File: src/rtl/saxi_stall_fifo.sv
// AXI4-Stream stage with a periodic input ready window
// feeding a first-word-fall-through FIFO.
module saxi_stall_fifo #(
  parameter int DATA_WIDTH = 32,
  parameter int DEPTH      = 8,
  parameter int IN_PERIOD  = 6
) (
  input  logic                     ACLK,
  input  logic                     ARESETn,
  input  logic                     TVALID_IN,
  output logic                     TREADY_IN,
  input  logic [DATA_WIDTH-1:0]    TDATA_IN,
  input  logic                     TLAST_IN,
  output logic                     TVALID_OUT,
  input  logic                     TREADY_OUT,
  output logic [DATA_WIDTH-1:0]    TDATA_OUT,
  output logic                     TLAST_OUT,
  output logic [$clog2(DEPTH):0]   COUNT
);

  localparam int AW = $clog2(DEPTH);
  localparam int CW = $clog2(IN_PERIOD) + 1;
  localparam logic [CW-1:0] CNT_LAST = CW'(IN_PERIOD - 1);

  logic [CW-1:0]       cnt;
  logic                run_ready;
  logic [AW:0]         wr_ptr;
  logic [AW:0]         rd_ptr;
  logic [DATA_WIDTH:0] mem [DEPTH];
  logic                empty;
  logic                full;
  logic                push;
  logic                pop;

  // free-running window generator, blind to traffic
  always_ff @(posedge ACLK or negedge ARESETn) begin
    if (!ARESETn) begin
      cnt       <= '0;
      run_ready <= 1'b0;
    end else if (cnt == CNT_LAST) begin
      cnt       <= '0;
      run_ready <= 1'b1;
    end else begin
      cnt       <= cnt + CW'(1);
      run_ready <= 1'b0;
    end
  end

  assign empty = (wr_ptr == rd_ptr);
  assign full  = (wr_ptr[AW-1:0] == rd_ptr[AW-1:0]) &&
                 (wr_ptr[AW] != rd_ptr[AW]);

  assign TREADY_IN  = run_ready && !full;
  assign TVALID_OUT = !empty;
  assign push       = TVALID_IN && TREADY_IN;
  assign pop        = TVALID_OUT && TREADY_OUT;
  assign COUNT      = wr_ptr - rd_ptr;

  always_ff @(posedge ACLK or negedge ARESETn) begin
    if (!ARESETn) begin
      wr_ptr <= '0;
      rd_ptr <= '0;
    end else begin
      if (push) wr_ptr <= wr_ptr + (AW+1)'(1);
      if (pop)  rd_ptr <= rd_ptr + (AW+1)'(1);
    end
  end

  // storage is deliberately left unreset
  always_ff @(posedge ACLK) begin
    if (push) mem[wr_ptr[AW-1:0]] <= {TLAST_IN, TDATA_IN};
  end

  assign {TLAST_OUT, TDATA_OUT} = mem[rd_ptr[AW-1:0]];

endmodule

File: config.mk
export PLATFORM = sky130hd
export DESIGN_NAME = saxi_stall_fifo
export DESIGN_NICKNAME = d
export VERILOG_FILES = /design/src/rtl/saxi_stall_fifo.sv
export SDC_FILE = /design/constraint.sdc
export NUM_CORES = 1
export LEC_CHECK = 0
export BUFFER_PORTS_ARGS = -buffer_cell sky130_fd_sc_hd__clkbuf_2
export CORE_MARGIN = 2
export CORE_UTILIZATION = 35
export CTS_CLUSTER_DIAMETER = 80
export DETAILED_ROUTE_END_ITERATION = 10
export GPL_TIMING_DRIVEN = 0
export PLACE_DENSITY = 0.56
export SLEW_MARGIN = 20
export SYNTH_ARGS = -nofsm -noshare
export SYNTH_HDL_FRONTEND = slang
export SYNTH_SLANG_ARGS = --single-unit
File: constraint.sdc
create_clock -name ACLK -period 7.5 [get_ports ACLK]
set_clock_uncertainty 0.2 [all_clocks]
set_input_delay 0.75 -clock ACLK [delete_from_list [all_inputs] [get_ports ACLK]]
set_output_delay 0.75 -clock ACLK [all_outputs]
set_load 0.01 [all_outputs]
## Word-level counts from Yosys, hierarchy flattened

Memories as Yosys holds them, arrays and structs flattened.
Cells that the tools add are included.

- Bits in registers: 13
- Bits in writable memories: 264
- Output and inout bits: 39
- Memories: 1

Memory list:

| name | depth | bits a word | read ports | clocked after memory_dff | write ports | line | text |
|---|---|---|---|---|---|---|---|
| mem | 8 | 33 | 1 | 0 | 1 | 29 | `logic [DATA_WIDTH:0] mem [DEPTH];` |

- Add/subtract/negate cells: 4
- Equal/unequal tests: 4
- Mux-type cells: 4
- Reductions and logical operators: 6

Operator list:

| cell | number |
|---|---|
| adder 4 x 1 -> 4 bit (second input constant) | 3 |
| == test 4 x 3 -> 1 bit (second input constant) | 1 |
| == test 4 bit | 1 |
| logical AND 1 bit | 4 |
| two-way mux 4 bit | 1 |
| subtractor 4 bit | 1 |
| == test 3 bit | 1 |
| two-way mux 1 bit | 3 |
| logical NOT 1 bit | 2 |
| inequality test 1 bit | 1 |

## Depth between registers and ports, before layout

Gate-level depths: netlist of run 1.

- Depth in word-level cells: 7
- Mapped depth: 10
- Mapped depth without buffers: 7

## Worst setup path after synthesis of run 1

OpenSTA, ideal clock, no wires.

- Kind: register to register
- From: register rd_ptr[2]
- To: memory mem[0][0] (netlist name) (enable)
- Arrival time: 4.781 ns
- Required time: 6.794 ns
- Slack: 2.013 ns
- Stages on the path, launching flop included: 8
- Buffers on the path: 2
- Clock period less this slack: 5.487 ns
- Cells stage by stage: dfrtp_1 > clkbuf_1 > clkinv_1 > clkbuf_1 > ha_1 > nand3_1 > o21ai_2 > nor4_1

- Cells in the longest elaborated chain, start to end: 7

RTL lines:

| item | line | text |
|---|---|---|
| start: declaration | 28 | `logic [AW:0] rd_ptr;` |
| start signal: assignment | 65 | `if (pop) rd_ptr <= rd_ptr + (AW+1)'(1);` |
| == test 3 bit | 50 | `assign full = (wr_ptr[AW-1:0] == rd_ptr[AW-1:0]) &&` |
| logical AND 1 bit | 50 |  |
| logical NOT 1 bit | 53 | `assign TREADY_IN = run_ready && !full;` |
| logical AND 1 bit | 53 |  |
| logical AND 1 bit | 55 | `assign push = TVALID_IN && TREADY_IN;` |
| two-way mux 1 bit | 71 | `if (push) mem[wr_ptr[AW-1:0]] <= {TLAST_IN, TDATA_IN};` |
| two-way mux 1 bit (implied by the code) | 71 |  |
| end: declaration | 29 |  |

Every way passes these cells.

## Worst setup path after layout of run 1

- From: register rd_ptr[2]
- To: output TREADY_IN

- Cells in the longest elaborated chain, start to end: 4

RTL lines:

| item | line | text |
|---|---|---|
| == test 3 bit | 50 |  |
| logical AND 1 bit | 50 |  |
| logical NOT 1 bit | 53 |  |
| logical AND 1 bit | 53 |  |
| end: declaration | 11 | `output logic TREADY_IN,` |

Every way passes these cells.

==> results by group, run 1 <==
Floorplan
  • Die area: roughly 32000 µm²
  • I/O Pins: 76
  • Die span in x: between 150 and 200 µm
  • Core area: 30300 µm²
  • Initial core utilization: 0.352
  • Vert. Die Dim: around 180 µm
  • Row count: 64

Timing
  • Min cycle time layout: 4290 ps
  • Final Hold Viols: 0
  • Achievable frequency: approximately 0.23 GHz
  • Setup violators final: 0
  • Final period util: 0.572
  • Max Slew Vio Count: 0
  • Final setup margin: 3210 ps
  • Worst-Margin Slew: 794 ps
  • Minimum hold slack: ~280 ps
  • Unrepaired setup endpoints after global routing: false
  • Slew Limit Headroom: 0.471

Route
  • Total Routed Length: about 22000 µm
  • ANT nets after route: 0
  • DR WL/cell: between 20 and 25 µm
  • Via density: around 4.8
  • 1st-pass router iterations: 5
  • Total number of vias: 5227
  • Initial drt markers: just under 400
  • DRC: 0

Layout
  • Final instance area: 12800 µm²
  • Area growth syn-to-layout: 19.8%
  • Share of layout cells above drive strength 1: 0.347
  • Nets@finish: slightly above 700
  • N_diodes: 0
  • Final core utilization: 0.422

Clocking
  • Post-CTS resize count: 0
  • CTS sink count: 277
  • CTS tree: yes
  • Root Driver: clkbuf_16
  • Clock slew seen by the registers of the worst setup and hold paths: ~60 ps
  • CTS buffer count: 28
  • Clock latency on the worst-skew pair: approximately 540 ps
  • Clock buffer depth: 3
  • H-tree depth: 1

Yosys
  • Syn_area_per_cell: slightly above 20 µm²
  • Distinct cell type count after synthesis: 30
  • Ys Warns: 0
  • Mapped cell area: 10700 µm²
  • Syn nets: between 500 and 600
  • Synth Register Bits: approximately 280
  • Post-Synthesis Cells: 528
  • Seq/Total Area, Yosys: 0.772

Placement
  • Gp weighted congestion: 0.730
  • Placed instance area: ~12000 µm²
  • Hpwl dp: between 15000 and 20000 µm
  • Worst slack at placement: between 3000 and 4000 ps
  • Port bufs: 75

Setup path
  • Worst Path Arrival: between 3000 and 4000 ps
  • Critical Path Source Type: register
  • R2R cell count: 10
  • RR Startpoint: rd_ptr[2]
  • Endpoint type of the worst setup path: output pin
  • Worst Path Max Fanout: 10
  • WS Path Type: reg2out
  • Worst setup path end: TREADY_IN
  • Setup crit start: rd_ptr[2]
  • CP Data Required Time: 6550 ps
  • Reg2Reg Setup Slack: between 3000 and 4000 ps
  • Worst r2r dst: mem[2][20]

Run status
  • Outcome: finished clean

Run
  • Max-cap violations: 0

Power
  • Overall Power: roughly 4.7 mW
  • VDD IR-drop max: about 0.12 mV
  • Leak: 4.47 nW
  • PwrDens: 367 nW/µm²

Hold path
  • Hold_sp: TDATA_IN[8]
  • HP Class: in2reg

GRT
  • Initial antenna violation count: 1
  • First-pass GRT wire length: ~34000 µm
  • GRT Total Usage: 0.145
  • GR Overflow Total: 0
  • Vias in the first global route: about 5500
  • Largest net degree at the start of global routing: 16
cell usage in the layout (no fill, tap or decap), types with 2 or more instances in the layout:
| cell type | synthesis | routed |
|---|---|---|
| a21oi_1 | 2 | 2 |
| buf_12 | 3 | 3 |
| buf_16 | 0 | 4 |
| buf_2 | 6 | 18 |
| buf_4 | 1 | 17 |
| buf_6 | 1 | 4 |
| bufinv_16 | 0 | 2 |
| clkbuf_1 | 12 | 20 |
| clkbuf_16 | 0 | 28 |
| clkbuf_2 | 0 | 75 |
| clkinv_1 | 1 | 8 |
| clkinv_2 | 0 | 6 |
| dfrtp_1 | 13 | 13 |
| edfxtp_1 | 264 | 264 |
| ha_1 | 5 | 5 |
| inv_1 | 8 | 8 |
| mux2_2 | 2 | 2 |
| mux4_2 | 66 | 66 |
| nand2_1 | 104 | 104 |
| nand3_1 | 8 | 8 |
| nor2_4 | 0 | 2 |
| nor3_2 | 0 | 4 |
| nor4_2 | 0 | 2 |
| o21ai_0 | 3 | 3 |
| xnor2_1 | 6 | 6 |
| xnor2_2 | 2 | 2 |
| xor2_1 | 3 | 3 |
metal layers:
layer | wire length, µm | up-vias | global-route usage
met4 | 440 | 2 | 0.0413
met1 | 9230 | 2715 | 0.183
li1 | - | 2370 | -
met2 | 11700 | 106 | 0.255
met3 | 1060 | 34 | 0.0259
met5 | 16 | - | 0
kinds of logic after synthesis:
| kind of cell | count (synthesis) | share of synthesized area |
|---|---|---|
| and+or+nand+nor | 124 | 0.0462 |
| xor gates and xnor gates | 11 | 0.0104 |
| adders and majority gates | 6 | 0.00772 |
| AOI/OAI and AO/OA | 9 | 0.00503 |
| buffers and inverters | 33 | 0.0179 |
| DFF | 277 | 0.772 |
| muxes | 68 | 0.141 |
cell type report:
| cell class | instances | area (µm²) |
|---|---|---|
| inverter | 10 | 37.5 |
| clock buffer | 36 | 731 |
| multi-input combinational | 218 | 2300 |
| timing repair buffer | 111 | 709 |
| tap | 396 | 495 |
| sequential | 277 | 8250 |
| fill | 2649 | 17500 |
| clock inverter | 16 | 133 |
| buffer | 23 | 154 |
worst max-delay path: stages, from the launching register on:
cell,delay (ps)
dfrtp_1,320
clkbuf_1,430
clkinv_1,400
clkbuf_1,440
ha_1,470
nand3_1,150
o21ai_2,340
inv_2,100
clkbuf_2,140
registers in the layout, summed over array words and instances (netlist names):
signal,count
mem,264
cnt,4
rd_ptr,4
wr_ptr,4
run_ready,1
worst min-delay path by stage:
stage | to | cells past startpoint | slack (ps)
2_1_floorplan | cnt[0] | 0 | 250
3_3_place_gp | run_ready | 1 | 260
3_5_place_dp | run_ready | 1 | 280
4_1_cts | mem[2][8] | 1 | 260
5_1_grt | mem[7][9] | 1 | 280
6_report | mem[5][8] | 1 | 280
cell usage after synthesis:
master | n | share of area
edfxtp_1 | 264 | 0.74
fa_1 | 1 | 0.0019
xnor2_2 | 2 | 0.0030
a21oi_1 | 2 | 0.00094
inv_1 | 8 | 0.0028
o21ai_0 | 3 | 0.0014
nor3_1 | 5 | 0.0023
nor4_1 | 2 | 0.0012
nand2_1 | 104 | 0.036
dfrtp_1 | 13 | 0.030
inv_2 | 1 | 0.00035
xor2_1 | 3 | 0.0025
o211ai_1 | 1 | 0.00070
ha_1 | 5 | 0.0058
a21o_1 | 1 | 0.00070
clkbuf_1 | 12 | 0.0042
nand3_1 | 8 | 0.0037
nor2_1 | 3 | 0.0011
and2_4 | 1 | 0.00082
mux4_2 | 66 | 0.14
buf_2 | 6 | 0.0028
xnor2_1 | 6 | 0.0049
buf_12 | 3 | 0.0056
o21ai_2 | 1 | 0.00082
buf_6 | 1 | 0.0011
o21ai_1 | 1 | 0.00047
mux2_2 | 2 | 0.0021
buf_4 | 1 | 0.00070
or2_2 | 1 | 0.00059
clkinv_1 | 1 | 0.00035
report_power, final:
part,total (mW),leakage [nW],internal [mW],switching (mW)
clock,1.30,0.424,0.754,0.544
sequential,1.95,2.53,1.87,0.0742
combinational,1.46,1.51,0.684,0.773
repair_timing:
item / in CTS / in global routing
hold buffers: 1 / 0
setup buffers: 0 / 0
endpoints found under the hold margin: 13 / 0
metrics by stage:
stage          setup TNS, ps  instances
2_1_floorplan              0        528
3_3_place_gp         -179400        999
3_5_place_dp               0       1034
4_1_cts                    0       1087
5_1_grt                    0       1087
6_report                   0       1087
Power figures use the tool's default switching activity.
==> inputs of run 2 (changes only) <==
Settings changed: ABC_AREA from default to 1, PLACE_DENSITY 0.56 to 0.58.
Clock period 7.5 ns to 3.83 ns, I/O delays scaled along.
==> run 2 against run 1 <==
Net effect: sequential cell count did not move; worst setup slack got worse by 2900 ps; clock-buffer cell count fell by 1; critical path type is now reg2reg; critical endpoint is now mem[2][5]; highest routed layer is now met4.
==> results by group, run 2 <==
Run status
  • Outcome: finished clean

Yosys
  • Post-synthesis mux area share: 0
  • Syn nets: 1034
  • Synth Area in XOR/XNOR: 0.00385
  • Synth area leaders: edfxtp_1 (70%), nand2_1 (13%), o21ai_0 (3.4%)
  • Ys Warns: 0
  • Distinct cell type count after synthesis: 27
  • Seq/Total Area, Yosys: 0.725
  • Synth Area in Simple Gates: 0.166
  • Main combinational cell family by area after synthesis: simple AND/OR/NAND/NOR gates
  • Adder-Cell Fraction of Synth Area: 0.00725
  • Mapped cell area: between 10000 and 15000 µm²
  • EDFF count, synth: 264
  • Fraction of registers with async set/reset: 0.0469
  • Synth area leader: edfxtp_1
  • Top cell type's share of synthesized area: 0.696
  • Main flop type after synthesis: edfxtp_1
  • Commonest cells post-synth: nand2_1 (401), edfxtp_1 (264), o21ai_0 (78), nor2_1 (77), o21ai_1 (56)
  • Synth Register Bits: approximately 280
  • Post-Synthesis Cells: slightly below 1000
  • Syn_area_per_cell: between 10 and 15 µm²
  • Most common cell in the netlist: nand2_1
  • Post-synthesis compound-gate area fraction: 0.0604

Setup path
  • Crit-path slowest cell: nand3_2
  • R2R cell count: 11
  • Critical Path Source Type: register
  • Largest delay share family, worst path: buffers and inverters
  • Worst Path Arrival: about 3600 ps
  • Worst path max stage delay: about 390 ps
  • Worst Path Max Fanout: 14
  • Worst r2r dst: mem[2][5]
  • Endpoint type of the worst setup path: register
  • Crit-path cells: buf_2, clkinv_1, buf_2, ha_1, inv_1, nor2_1, nand2_1, nand3_2, nor2_4, buf_16, buf_16
  • CP Data Required Time: 3880 ps
  • Reg2Reg Setup Slack: 330 ps
  • WS Path Type: reg2reg
  • Crit path buf inv count: 6
  • RR Startpoint: rd_ptr[2]

Floorplan
  • Die span in x: about 180 µm
  • Vert. Die Dim: approximately 180 µm
  • Row count: 66
  • Initial core utilization: 0.353
  • Core area: approximately 32000 µm²
  • I/O Pins: 76
  • Die area: between 30000 and 40000 µm²

Clocking
  • Clock latency on the worst-skew pair: 540 ps
  • CTS tree: yes
  • H-tree depth: 1
  • Root Driver: clkbuf_16
  • CTS buffer count: 30
  • Clock buffer depth: 3
  • CTS sink count: between 200 and 300
  • Post-CTS resize count: 0
  • Clock slew seen by the registers of the worst setup and hold paths: ~60 ps

Timing
  • Worst-Margin Slew: 686 ps
  • Final setup margin: about 330 ps
  • Setup violators final: 0
  • Achievable frequency: 0.285 GHz
  • Min cycle time layout: ~3500 ps
  • Unrepaired setup endpoints after global routing: false
  • Final period util: 0.915
  • Minimum hold slack: 77.7 ps
  • Max Slew Vio Count: 0
  • Slew Limit Headroom: 0.543
  • Final Hold Viols: 0

Power
  • PwrDens: just over 700 nW/µm²
  • VDD IR-drop max: 0.449 mV
  • Leak: roughly 5.3 nW

Layout
  • N_diodes: 0
  • Filler cells: 3000
  • Max FFs per register: 264
  • Area growth syn-to-layout: 22.6%
  • Final instance area: between 10000 and 15000 µm²
  • Nets@finish: between 1000 and 1500
  • Most frequent cells in the layout: nand2_1 (401), edfxtp_1 (264), o21ai_0 (78)
  • Reg area: just over 8000 µm²
  • Multi-input gate area: between 2000 and 3000 µm²
  • Share of layout cells above drive strength 1: 0.151
  • Leading cell type in the layout, fill and taps excluded: nand2_1

Route
  • DRT met1 WL: 12400 µm
  • Wire length on met3: approximately 1400 µm
  • DRC: 0
  • ANT nets after route: 0
  • Total Routed Length: between 20000 and 30000 µm
  • Initial drt markers: 568
  • 1st-pass router iterations: 5
  • Highest routed metal layer: met4
  • Via density: about 4.7
  • Total number of vias: approximately 7600
  • Met2 routed WL: about 13000 µm
  • DR WL/cell: between 15 and 20 µm

Placement
  • Gp weighted congestion: about 0.75
  • Placed instance area: roughly 13000 µm²
  • Port bufs: 75
  • Hpwl dp: 17600 µm
  • Worst slack at placement: -13.7 ps

GRT
  • Largest net degree at the start of global routing: 24
  • GR Overflow Total: 0
  • Vias in the first global route: about 7300
  • First-pass GRT wire length: between 40000 and 50000 µm
  • Initial antenna violation count: 0
  • GRT Total Usage: 0.165

Hold path
  • HP Class: in2async

Run
  • Max-cap violations: 0
==> run 2: cell count changes in the layout (fill, tap and decap cells not counted), moves of 5 or more <==
| cell | before | now |
|---|---|---|
| nor2_4 | 2 | 7 |
| buf_6 | 4 | 13 |
| o21ai_1 | 1 | 56 |
| nand4_1 | 0 | 5 |
| nand2_1 | 104 | 401 |
| inv_1 | 8 | 15 |
| mux4_2 | 66 | 0 |
| buf_4 | 17 | 9 |
| nor2_1 | 1 | 70 |
| dlygate4sd3_1 | 1 | 36 |
| clkinv_1 | 8 | 13 |
| buf_12 | 3 | 8 |
| o21ai_0 | 3 | 78 |
==> run 2: worst register-to-register path: cells and delay by family, from the launching register on <==
kind	cells	cell delay, ps
fa+ha+maj	1	370
simple gates	4	950
flops	1	320
buf+inv	6	1370
==> run 2: worst max-delay path by stage <==
stage                 endpoint  depth (start not counted)      start  slack [ps]
floorplan            mem[0][0]                          9  rd_ptr[2]         200
global placement    mem[1][10]                          9  rd_ptr[2]       -1730
detailed placement  mem[1][10]                         10  rd_ptr[2]         -10
CTS                  mem[3][5]                         10  rd_ptr[2]           6
global route         mem[2][5]                         11  rd_ptr[2]         180
finish               mem[2][5]                         11  rd_ptr[2]         330
==> run 2: routing by layer <==
metal | vias up | GRT usage
li1 | 3703 | -
met1 | 3666 | 0.230
met2 | 209 | 0.275
met3 | 32 | 0.0200
met4 | 0 | 0.0406
met5 | - | 0
==> run 2: kinds of logic after synthesis <==
family,count (synthesis)
AO/OA/AOI/OAI,137
XOR/XNOR,5
adder cells (fa/ha/maj),6
buffers and inverters,72
flip-flops,277
AND/OR/NAND/NOR,494
==> run 2: final cells by class <==
class | instances | area share
clock buffer | 35 | 0.0551
inverter | 19 | 0.00565
sequential | 277 | 0.591
timing repair buffer | 131 | 0.0792
buffer | 53 | 0.0251
tap | 442 | 0.0396
clock inverter | 19 | 0.00654
multi-input combinational | 642 | 0.197
==> run 2: power breakdown <==
part	internal, mW	switching [mW]
Combinational	1.21	2.39
Sequential	3.61	0.104
Clock	1.42	1.11
Total	6.24	3.60
==> run 2: what timing repair did <==
action / 4_1_cts / 5_1_grt
pin swaps: 3 / 4
endpoints found under the hold margin: 282 / 0
hold buffers: 36 / 0
buffers inserted: 5 / 6
setup endpoints to repair: 22 / 71
==> run 2: per-stage QoR <==
stage | setup TNS (ps) | cells | power [mW] | util
final | 0 | 1618 | 9.84 | 0.432
after global routing | 0 | 1618 | 10.5 | 0.432
after CTS | 0 | 1612 | 9.95 | 0.430
after detailed placement | -157 | 1517 | 7.38 | 0.390
after global placement | -383990 | 1508 | 7.31 | 0.381
after floorplan | 0 | 991 | 6.02 | -
